**config.mk**
```make
export PLATFORM = sky130hd
export DESIGN_NAME = load_store_unit
export DESIGN_NICKNAME = d
export VERILOG_FILES = /design/src/rtl/load_store_unit_pkg.sv /design/src/rtl/lsu_load_align.sv /design/src/rtl/load_store_unit.sv
export SDC_FILE = /design/constraint.sdc
export NUM_CORES = 1
export LEC_CHECK = 0
export CORE_MARGIN = 8
export CORE_UTILIZATION = 57
export DETAILED_ROUTE_END_ITERATION = 10
export DONT_BUFFER_PORTS = 1
export PLACE_DENSITY = 0.86
export SLEW_MARGIN = 30
export SYNTH_ARGS = -nofsm -noshare
export SYNTH_HDL_FRONTEND = slang
export SYNTH_HIERARCHICAL = 1
export SYNTH_SLANG_ARGS = --single-unit
```
**constraint.sdc**
```tcl
create_clock -name clk -period 4.3 [get_ports clk]
set_input_delay 0.215 -clock clk [delete_from_list [all_inputs] [get_ports clk]]
set_output_delay 0.215 -clock clk [all_outputs]
set_load 0.005 [all_outputs]
```
**src/rtl/load_store_unit_pkg.sv**
```systemverilog
// Shared definitions for the load/store unit: RV32I funct3 width codes,
// FSM state encoding and the request legality check.
package load_store_unit_pkg;

  localparam logic [2:0] F3_B  = 3'b000;
  localparam logic [2:0] F3_H  = 3'b001;
  localparam logic [2:0] F3_W  = 3'b010;
  localparam logic [2:0] F3_BU = 3'b100;
  localparam logic [2:0] F3_HU = 3'b101;

  typedef enum logic [1:0] {
    ST_IDLE  = 2'd0,
    ST_ISSUE = 2'd1,
    ST_WAIT  = 2'd2,
    ST_DONE  = 2'd3
  } lsu_state_e;

  // Illegal width code or an address not aligned to the access size.
  function automatic logic lsu_is_fault(input logic we, input logic [2:0] f3,
                                        input logic [1:0] addr_lo);
    logic bad_f3;
    logic misaligned;
    if (we) bad_f3 = (f3 > F3_W);
    else    bad_f3 = (f3 == 3'b011) || (f3 == 3'b110) || (f3 == 3'b111);
    case (f3[1:0])
      2'b01:   misaligned = addr_lo[0];
      2'b10:   misaligned = (addr_lo != 2'b00);
      default: misaligned = 1'b0;
    endcase
    return bad_f3 || misaligned;
  endfunction

endpackage

```
**src/rtl/lsu_load_align.sv**
```systemverilog
// Combinational load-data extraction: selects the byte/half lane from the
// memory word and sign- or zero-extends it to 32 bits.
module lsu_load_align
  import load_store_unit_pkg::*;
(
  input  logic [31:0] rdata,
  input  logic [1:0]  addr_lo,
  input  logic [2:0]  funct3,
  output logic [31:0] data
);

  logic [7:0]  byte_sel;
  logic [15:0] half_sel;

  always_comb begin
    case (addr_lo)
      2'd0:    byte_sel = rdata[7:0];
      2'd1:    byte_sel = rdata[15:8];
      2'd2:    byte_sel = rdata[23:16];
      default: byte_sel = rdata[31:24];
    endcase
    half_sel = addr_lo[1] ? rdata[31:16] : rdata[15:0];
    case (funct3)
      F3_B:    data = {{24{byte_sel[7]}}, byte_sel};
      F3_H:    data = {{16{half_sel[15]}}, half_sel};
      F3_BU:   data = {24'd0, byte_sel};
      F3_HU:   data = {16'd0, half_sel};
      default: data = rdata;
    endcase
  end

endmodule

```
**src/rtl/load_store_unit.sv**
```systemverilog
// Single-outstanding load/store sequencer between the core execute stage and a
// byte-masked word memory with a fixed read latency.
module load_store_unit
  import load_store_unit_pkg::*;
#(
  parameter int RDATA_LATENCY = 1
) (
  input  logic        clk,
  input  logic        reset,
  input  logic        req_valid,
  output logic        req_ready,
  input  logic        req_we,
  input  logic [2:0]  req_funct3,
  input  logic [31:0] req_addr,
  input  logic [31:0] req_wdata,
  output logic        rsp_valid,
  output logic [31:0] rsp_rdata,
  output logic        rsp_fault,
  output logic [31:0] mem_addr,
  output logic        mem_rstrb,
  output logic [31:0] mem_wdata,
  output logic [3:0]  mem_wmask,
  input  logic [31:0] mem_rdata
);

  localparam int CNT_W = (RDATA_LATENCY < 1) ? 1 : $clog2(RDATA_LATENCY + 1);

  lsu_state_e       state, state_nxt;
  logic             we_q;
  logic [2:0]       f3_q;
  logic [31:0]      addr_q;
  logic [31:0]      wdata_q;
  logic             fault_q;
  logic [CNT_W-1:0] cnt_q;
  logic             accept;
  logic             req_fault;
  logic [31:0]      load_data;
  logic [31:0]      store_wdata;
  logic [3:0]       store_mask;

  assign accept    = req_valid && req_ready;
  assign req_fault = lsu_is_fault(req_we, req_funct3, req_addr[1:0]);

  lsu_load_align u_load_align (
    .rdata   (mem_rdata),
    .addr_lo (addr_q[1:0]),
    .funct3  (f3_q),
    .data    (load_data)
  );

  // Store lane replication; only legal store widths ever reach ISSUE.
  always_comb begin
    case (f3_q[1:0])
      2'b00: begin
        store_wdata = {4{wdata_q[7:0]}};
        store_mask  = 4'b0001 << addr_q[1:0];
      end
      2'b01: begin
        store_wdata = {2{wdata_q[15:0]}};
        store_mask  = addr_q[1] ? 4'b1100 : 4'b0011;
      end
      default: begin
        store_wdata = wdata_q;
        store_mask  = 4'b1111;
      end
    endcase
  end

  always_comb begin
    state_nxt = state;
    req_ready = 1'b0;
    rsp_valid = 1'b0;
    rsp_fault = 1'b0;
    mem_addr  = '0;
    mem_rstrb = 1'b0;
    mem_wdata = '0;
    mem_wmask = '0;
    case (state)
      ST_IDLE: begin
        req_ready = 1'b1;
        if (req_valid) state_nxt = req_fault ? ST_DONE : ST_ISSUE;
      end
      ST_ISSUE: begin
        mem_addr = {addr_q[31:2], 2'b00};
        if (we_q) begin
          mem_wdata = store_wdata;
          mem_wmask = store_mask;
          state_nxt = ST_DONE;
        end else begin
          mem_rstrb = 1'b1;
          state_nxt = ST_WAIT;
        end
      end
      ST_WAIT: begin
        if (cnt_q == CNT_W'(1)) state_nxt = ST_DONE;
      end
      ST_DONE: begin
        rsp_valid = 1'b1;
        rsp_fault = fault_q;
        state_nxt = ST_IDLE;
      end
      default: state_nxt = ST_IDLE;
    endcase
  end

  // The last WAIT cycle is the one in which the read word is valid.
  always_ff @(posedge clk) begin
    if (reset) begin
      state     <= ST_IDLE;
      cnt_q     <= '0;
      we_q      <= 1'b0;
      fault_q   <= 1'b0;
      rsp_rdata <= '0;
    end else begin
      state <= state_nxt;
      if (accept) begin
        we_q    <= req_we;
        f3_q    <= req_funct3;
        addr_q  <= req_addr;
        wdata_q <= req_wdata;
        fault_q <= req_fault;
        if (req_fault) rsp_rdata <= '0;
      end
      if (state == ST_ISSUE) begin
        if (we_q) rsp_rdata <= '0;
        else      cnt_q     <= CNT_W'(RDATA_LATENCY);
      end
      if (state == ST_WAIT) begin
        cnt_q <= cnt_q - CNT_W'(1);
        if (cnt_q == CNT_W'(1)) rsp_rdata <= load_data;
      end
    end
  end

endmodule

```
# Yosys cells after proc, flatten, opt, wreduce, memory -nomap -nowiden
# Index checks and enable logic that the tools add are counted.
[word_totals]
regBits = 104
[classes]
n_addsub = 1
n_lt_le_gt_ge = 1
eq_ne = 17
n_shift = 1
mux = 32
bitwise_logic = 1
reduce_logical = 13
[op_table]
columns = ["op", "n"]
rows = [
  ["$mux W32", 9],
  ["$pmux W32 S4", 1],
  ["$pmux W32 S2", 1],
  ["$pmux W8 S3", 1],
  ["$mux W16", 1],
  ["$eq A3 B3 Y1 const B", 4],
  ["$mux W4", 3],
  ["$mux W1", 10],
  ["$eq A2 B1 Y1 const B", 4],
  ["$eq A2 B2 Y1 const B", 4],
  ["$pmux W2 S4", 1],
  ["$pmux W4 S2", 1],
  ["$logic_not A2 Y1", 3],
  ["$mux W2", 3],
  ["$reduce_and A2 Y1", 3],
  ["$ne A2 B2 Y1 const B", 2],
  ["$reduce_bool A2 Y1", 2],
  ["$shl A1 B2 Y4 const A", 1],
  ["$eq A3 B1 Y1 const B", 1],
  ["$eq A3 B2 Y1 const B", 1],
  ["$gt A3 B2 Y1 const B", 1],
  ["$logic_not A3 Y1", 1],
  ["$logic_or A1 B1 Y1", 3],
  ["$ne A2 B1 Y1 const B", 1],
  ["4 further kinds", 4],
]

# Longest topological paths before layout
[depth]
ltp_word = 11
mapped_depth = 7
depth_no_buf = 6

# By module
# The synthesis kept the hierarchy.
[by_module_without_submodules]
columns = ["module", "n_inst", "cells_each", "area_per_inst_um2", "seq_area_each_um2"]
rows = [
  ["load_store_unit", 1, 366, 4421.7, 2752.6],
  ["lsu_load_align", 1, 131, 723.2, 0.0],
]

# Worst setup path before layout
# OpenSTA, ideal clock, no wires.
[synth_timing]
kind = "flip-flop to flip-flop"
startpoint = "register state[1]"
endpoint = "register addr_q[0], enable pin"
setup_ns = 0.492
t_arrival_ns = 3.627
required_time_ns = 3.808
slack_ns = 0.180
path_stages_with_launch = 5
path_buffers = 0
period_less_slack_ns = 4.120
cell_sequence = "dfxtp_1 inv_1 ha_1 nand2_1 nor2_1"
[synth_between]
elab_chain_cells = 4
[synth_rtl]
columns = ["item", "line", "rtl"]
rows = [
  ["from (decl)", "load_store_unit.sv:28", "lsu_state_e state, state_nxt;"],
  ["from (signal assigned)", "load_store_unit.sv:115", "state <= state_nxt;"],
  ["$logic_not A2 Y1", "load_store_unit.sv:78", "case (state)"],
  ["$mux W1", "load_store_unit.sv:78", ""],
  ["net req_ready", "load_store_unit.sv:11", "output logic req_ready,"],
  ["$logic_and A1 B1 Y1", "load_store_unit.sv:41", "assign accept = req_valid && req_ready;"],
  ["$reduce_and A2 Y1 (no line)", "--", ""],
  ["to (signal assigned)", "load_store_unit.sv:119", "addr_q <= req_addr;"],
  ["to (decl)", "load_store_unit.sv:31", "logic [31:0] addr_q;"],
]
# The timed path passes the listed nets, and every way through them passes these cells.
# A chain may end at the register's enable or synchronous reset.

# Worst setup path in the final report
[layout_timing]
startpoint = "register f3_q[1]"
endpoint = "output port mem_wdata[13]"
[layout_between]
elab_chain_cells = 4
elab_cells_between_ends = 5
classes_between = "1 x eq/ne; 3 x mux; 1 x reduce/logical"
[layout_rtl]
columns = ["item", "line", "rtl"]
rows = [
  ["from (decl)", "load_store_unit.sv:30", "logic [2:0] f3_q;"],
  ["from (signal assigned)", "load_store_unit.sv:118", "f3_q <= req_funct3;"],
  ["$eq A2 B1 Y1 / $logic_not A2 Y1 (equally long branches)", "load_store_unit.sv:53", "case (f3_q[1:0])"],
  ["$pmux W32 S2 *", "load_store_unit.sv:53", ""],
  ["$mux W32 *", "load_store_unit.sv:85", "if (we_q) begin"],
  ["$mux W32 *", "load_store_unit.sv:78", ""],
  ["to (decl)", "load_store_unit.sv:21", "output logic [31:0] mem_wdata,"],
]
# Every way passes the cells marked *; elsewhere a longest branch is shown, timed or not.

==> results.md <==
- The number of violations of the max-capacitance limit is 0.
- Summing all placed instances gives a cell area of just over 0.005 mm^2.
- For the worst-skew pair, the clock arrives at the later sink with an insertion delay of between 0.3 and 0.4 ns.
- The detailed router finished its first iteration with 339 violations.
- The maximum VDD drop is 0.0002840 V.
- The required arrival time at the worst endpoint is slightly above 4 ns.
- The leakage power total is approximately 2.3 nW.
- The post-route cell area is 0.006061 mm^2.
- The worst clock skew on the final layout is 0.01210 ns.
- The mean cell area of the mapped netlist is ~10 um^2.
- The total area inside the core boundary comes to around 0.0087 mm^2.
- The full die area is approximately 0.012 mm^2.
- The largest area contributor in the netlist is sky130_fd_sc_hd__edfxtp_1.
- During placement, the flow inserted port buffers numbering 0.
- The maximum clock path buffer count is 2.
- The main flop type after synthesis is sky130_fd_sc_hd__edfxtp_1.
- In this run the biggest area consumer among cell types represents roughly two fifths of the synthesized area.
- The iteration count of the initial detailed-routing pass is 5.
- Timing analysis after detailed placement gives a worst setup slack of between 1.5 and 2 ns.
- The count of H-tree levels built during CTS is 3.
- The final number of setup-violating endpoints is 0.
- The total instance count after detailed placement is 570.
- The clock tree from TritonCTS is yes.
- The flow ran to the end, and the final reports show no timing, DRC or antenna violations.
- The initial antenna violation count is 1.
- The count of non-filler cells in the finished layout is approximately 660.
- The number of CTS-inserted buffers is 9.
- After layout, the worst path uses slightly above 60% of the clock period.
- The first global-routing pass estimated 22,760 um of wire.
- The ratio of routed vias to standard cells is 6.119.
- In this run the count of I/O pins placed on the die edge is approximately 210.
- Of the post-synthesis cell area, the part taken by muxes is approximately 3.7%.
- STA classifies the critical path endpoint as an output pin.
- Clock-pin slew was measured on the worst setup and hold paths at 0.11 ns.
- After the last flow step, the layout net total stands at 654.
- The path type of the worst min-delay path is primary input to register.
- The detail-routed net length per standard cell is roughly 23 um.
- The via count of the first global-routing pass is 3,932.
- The library cell used as clock root buffer is sky130_fd_sc_hd__clkbuf_8.
- In this run, synthesis produced a sequential element count of between 100 and 150.
- The max-slew violation total from the final report is 0.
- Global routing used between 20% and 30% of the available tracks.
- The y dimension of the die is between 100 and 150 um.
- Headroom to the max-slew limit came out at between 30% and 40%.
- For the pin with the worst max-slew slack, the measured transition is 0.9176 ns.
- The cell count after synthesis is 497.
- Yosys attributes the largest share of cell area to sky130_fd_sc_hd__edfxtp_1 (39%), sky130_fd_sc_hd__dfxtp_1 (14%), sky130_fd_sc_hd__nor2b_1 (6.6%).
- The total wire length after detailed routing is roughly 15,000 um.
- The fmax is ~370 MHz.
- The synthesized-area fraction occupied by xor and xnor cells is 0%.
- On the final layout, the worst hold slack is slightly above 0.08 ns.
- Setup repair after global routing left no endpoint under its margin.
- Summed over all nets, the half-perimeter wirelength after detailed placement is a little under 10,000 um.
- The sequential share of the synthesized area is a little over half.
- The classification of the worst setup path is register to output pin.
- The total overflow reported by the global router is 0.
- The simple-gate portion of the synthesized area is between 10% and 20%.
- The initial utilization of the core area, before any placement, comes to slightly below 60%.
- After synthesis the cells add up to between 0.005 and 0.006 mm^2.
- The number of core rows is 34.
- Detailed routing inserted a total of 4,020 vias.
- The final worst-path setup slack is around 1.6 ns.
- For this run, the number of Yosys warnings is 6.
- The die is around 110 um wide.
- The number of remaining DRC errors is 0.
- In the synthesized netlist the async set-or-reset flop fraction comes to 0%.
- The maximum number of pins on one net before global-route repair is 68.
- STA classifies the critical path startpoint as a register.
- The post-route netlist has roughly 5.3% of its cells at a drive strength greater than 1.
- The commonest cells after synthesis are sky130_fd_sc_hd__edfxtp_1 (67), sky130_fd_sc_hd__nand2_1 (59), sky130_fd_sc_hd__nor2b_1 (54).
- The remaining number of nets flagged by the antenna check after routing is 0.
- The weighted congestion reported at the end of routability-driven placement is approximately 0.87.
- Compared with the post-synthesis result, the final layout area differs by 17.80%.
- Once the clock tree was built, the resizer swapped 0 gates to a different size.
- The clock drives between 100 and 150 sinks.
- The synthesized netlist contains 38 unique library cells.
- The number of enable-type register cells in the synthesized netlist is 67.
- The most repeated cell in the gate-level netlist after synthesis is sky130_fd_sc_hd__edfxtp_1.
- The area fraction in compound gates after synthesis is 15.98%.
- For this design the ratio of total power to cell area is around 430 mW/mm^2.
- After synthesis, the largest family of logic cells by area is simple AND/OR/NAND/NOR gates.
- The count of final hold-check violations was 0.
- Overall power consumption after layout is estimated at ~2.6 mW.
- For the final routed database, the setup TNS stands at 0 ns.
- The signal arrival time at the worst endpoint is 2.46 ns.
- The post-layout minimum cycle time is 2.676 ns.
- Along the worst path, the maximum fanout reaches 34.
- The share of the core filled with cells in the final layout is a little over two thirds.
- Of the total synthesized cell area, the portion taken by full adders, half adders and majority gates is a little under 2%.
-- state kept, by name, indices dropped and copies added (netlist names) --
register,count
addr_q,32
cnt_q,1
f3_q,3
fault_q,1
rsp_rdata,32
state,2
wdata_q,32
we_q,1
-- routing by layer --
layer / track usage, % / wire (um)
met3: 11.15 / 1809
met5: 0 / 0
met2: 39.27 / 7569
met4: 7.207 / 277
met1: 24.86 / 5241
-- critical path, stage by stage (launching register included) --
cell	delay [ns]
sky130_fd_sc_hd__edfxtp_1	0.74
sky130_fd_sc_hd__buf_4	0.41
sky130_fd_sc_hd__nor2_1	0.58
sky130_fd_sc_hd__nand2_1	0.13
sky130_fd_sc_hd__a21oi_1	0.23
-- worst paths after layout --
| kind | end | slack [ns] | depth (start not counted) | startpoint |
|---|---|---|---|---|
| hold reg to reg | fault_q | 0.48 | 2 | fault_q |
| hold / removal | rsp_rdata[6] | 0.08 | 3 | mem_rdata[6] |
| setup reg to reg | rsp_rdata[6] | 1.96 | 5 | f3_q[0] |
| setup / recovery | mem_wdata[13] | 1.62 | 4 | f3_q[1] |
-- cells by family after synthesis --
| logic type | count (synthesis) |
|---|---|
| buffers and inverters | 51 |
| AOI/OAI and AO/OA | 112 |
| and+or+nand+nor | 202 |
| muxes | 19 |
| adders and majority gates | 8 |
| DFF | 104 |
| other | 1 |
-- power breakdown --
group          switching (mW)  internal [mW]  leakage (nW)
combinational           0.399          0.256          1.25
sequential             0.0953           1.20         0.918
clock                   0.394          0.243         0.109
total                   0.888           1.70          2.27
-- layout by cell type (no fill, tap or decap), types with 7 or more instances in the layout --
| cell | Yosys | layout |
|---|---|---|
| sky130_fd_sc_hd__nor2_1 | 33 | 31 |
| sky130_fd_sc_hd__nand2_1 | 59 | 59 |
| sky130_fd_sc_hd__a21oi_1 | 24 | 23 |
| sky130_fd_sc_hd__dlygate4sd3_1 | 0 | 70 |
| sky130_fd_sc_hd__nor2b_1 | 54 | 54 |
| sky130_fd_sc_hd__clkbuf_8 | 0 | 9 |
| sky130_fd_sc_hd__a221o_1 | 8 | 8 |
| sky130_fd_sc_hd__and3_1 | 8 | 8 |
| sky130_fd_sc_hd__edfxtp_1 | 67 | 67 |
| sky130_fd_sc_hd__ha_1 | 8 | 7 |
| sky130_fd_sc_hd__mux2i_1 | 17 | 17 |
| sky130_fd_sc_hd__and2_1 | 32 | 32 |
| sky130_fd_sc_hd__inv_1 | 11 | 11 |
| sky130_fd_sc_hd__o21ai_0 | 26 | 26 |
| sky130_fd_sc_hd__dfxtp_1 | 37 | 37 |
| sky130_fd_sc_hd__a32o_1 | 32 | 32 |
| sky130_fd_sc_hd__a22oi_1 | 7 | 7 |
-- final cells by class --
type | count | area, um^2
antenna | 1 | 2.502
fill | 613 | 2660
tap | 108 | 135.1
multi-input combinational | 343 | 2178
clock buffer | 9 | 123.9
clock inverter | 7 | 96.34
sequential | 104 | 2753
inverter | 11 | 41.29
timing repair buffer | 74 | 730.7
-- what timing repair did --
item	CTS	global route
setup endpoints to repair	0	0
hold buffers	70	0
hold endpoints to repair	72	0
setup buffers	0	0
(Power assumes the default switching activity.)
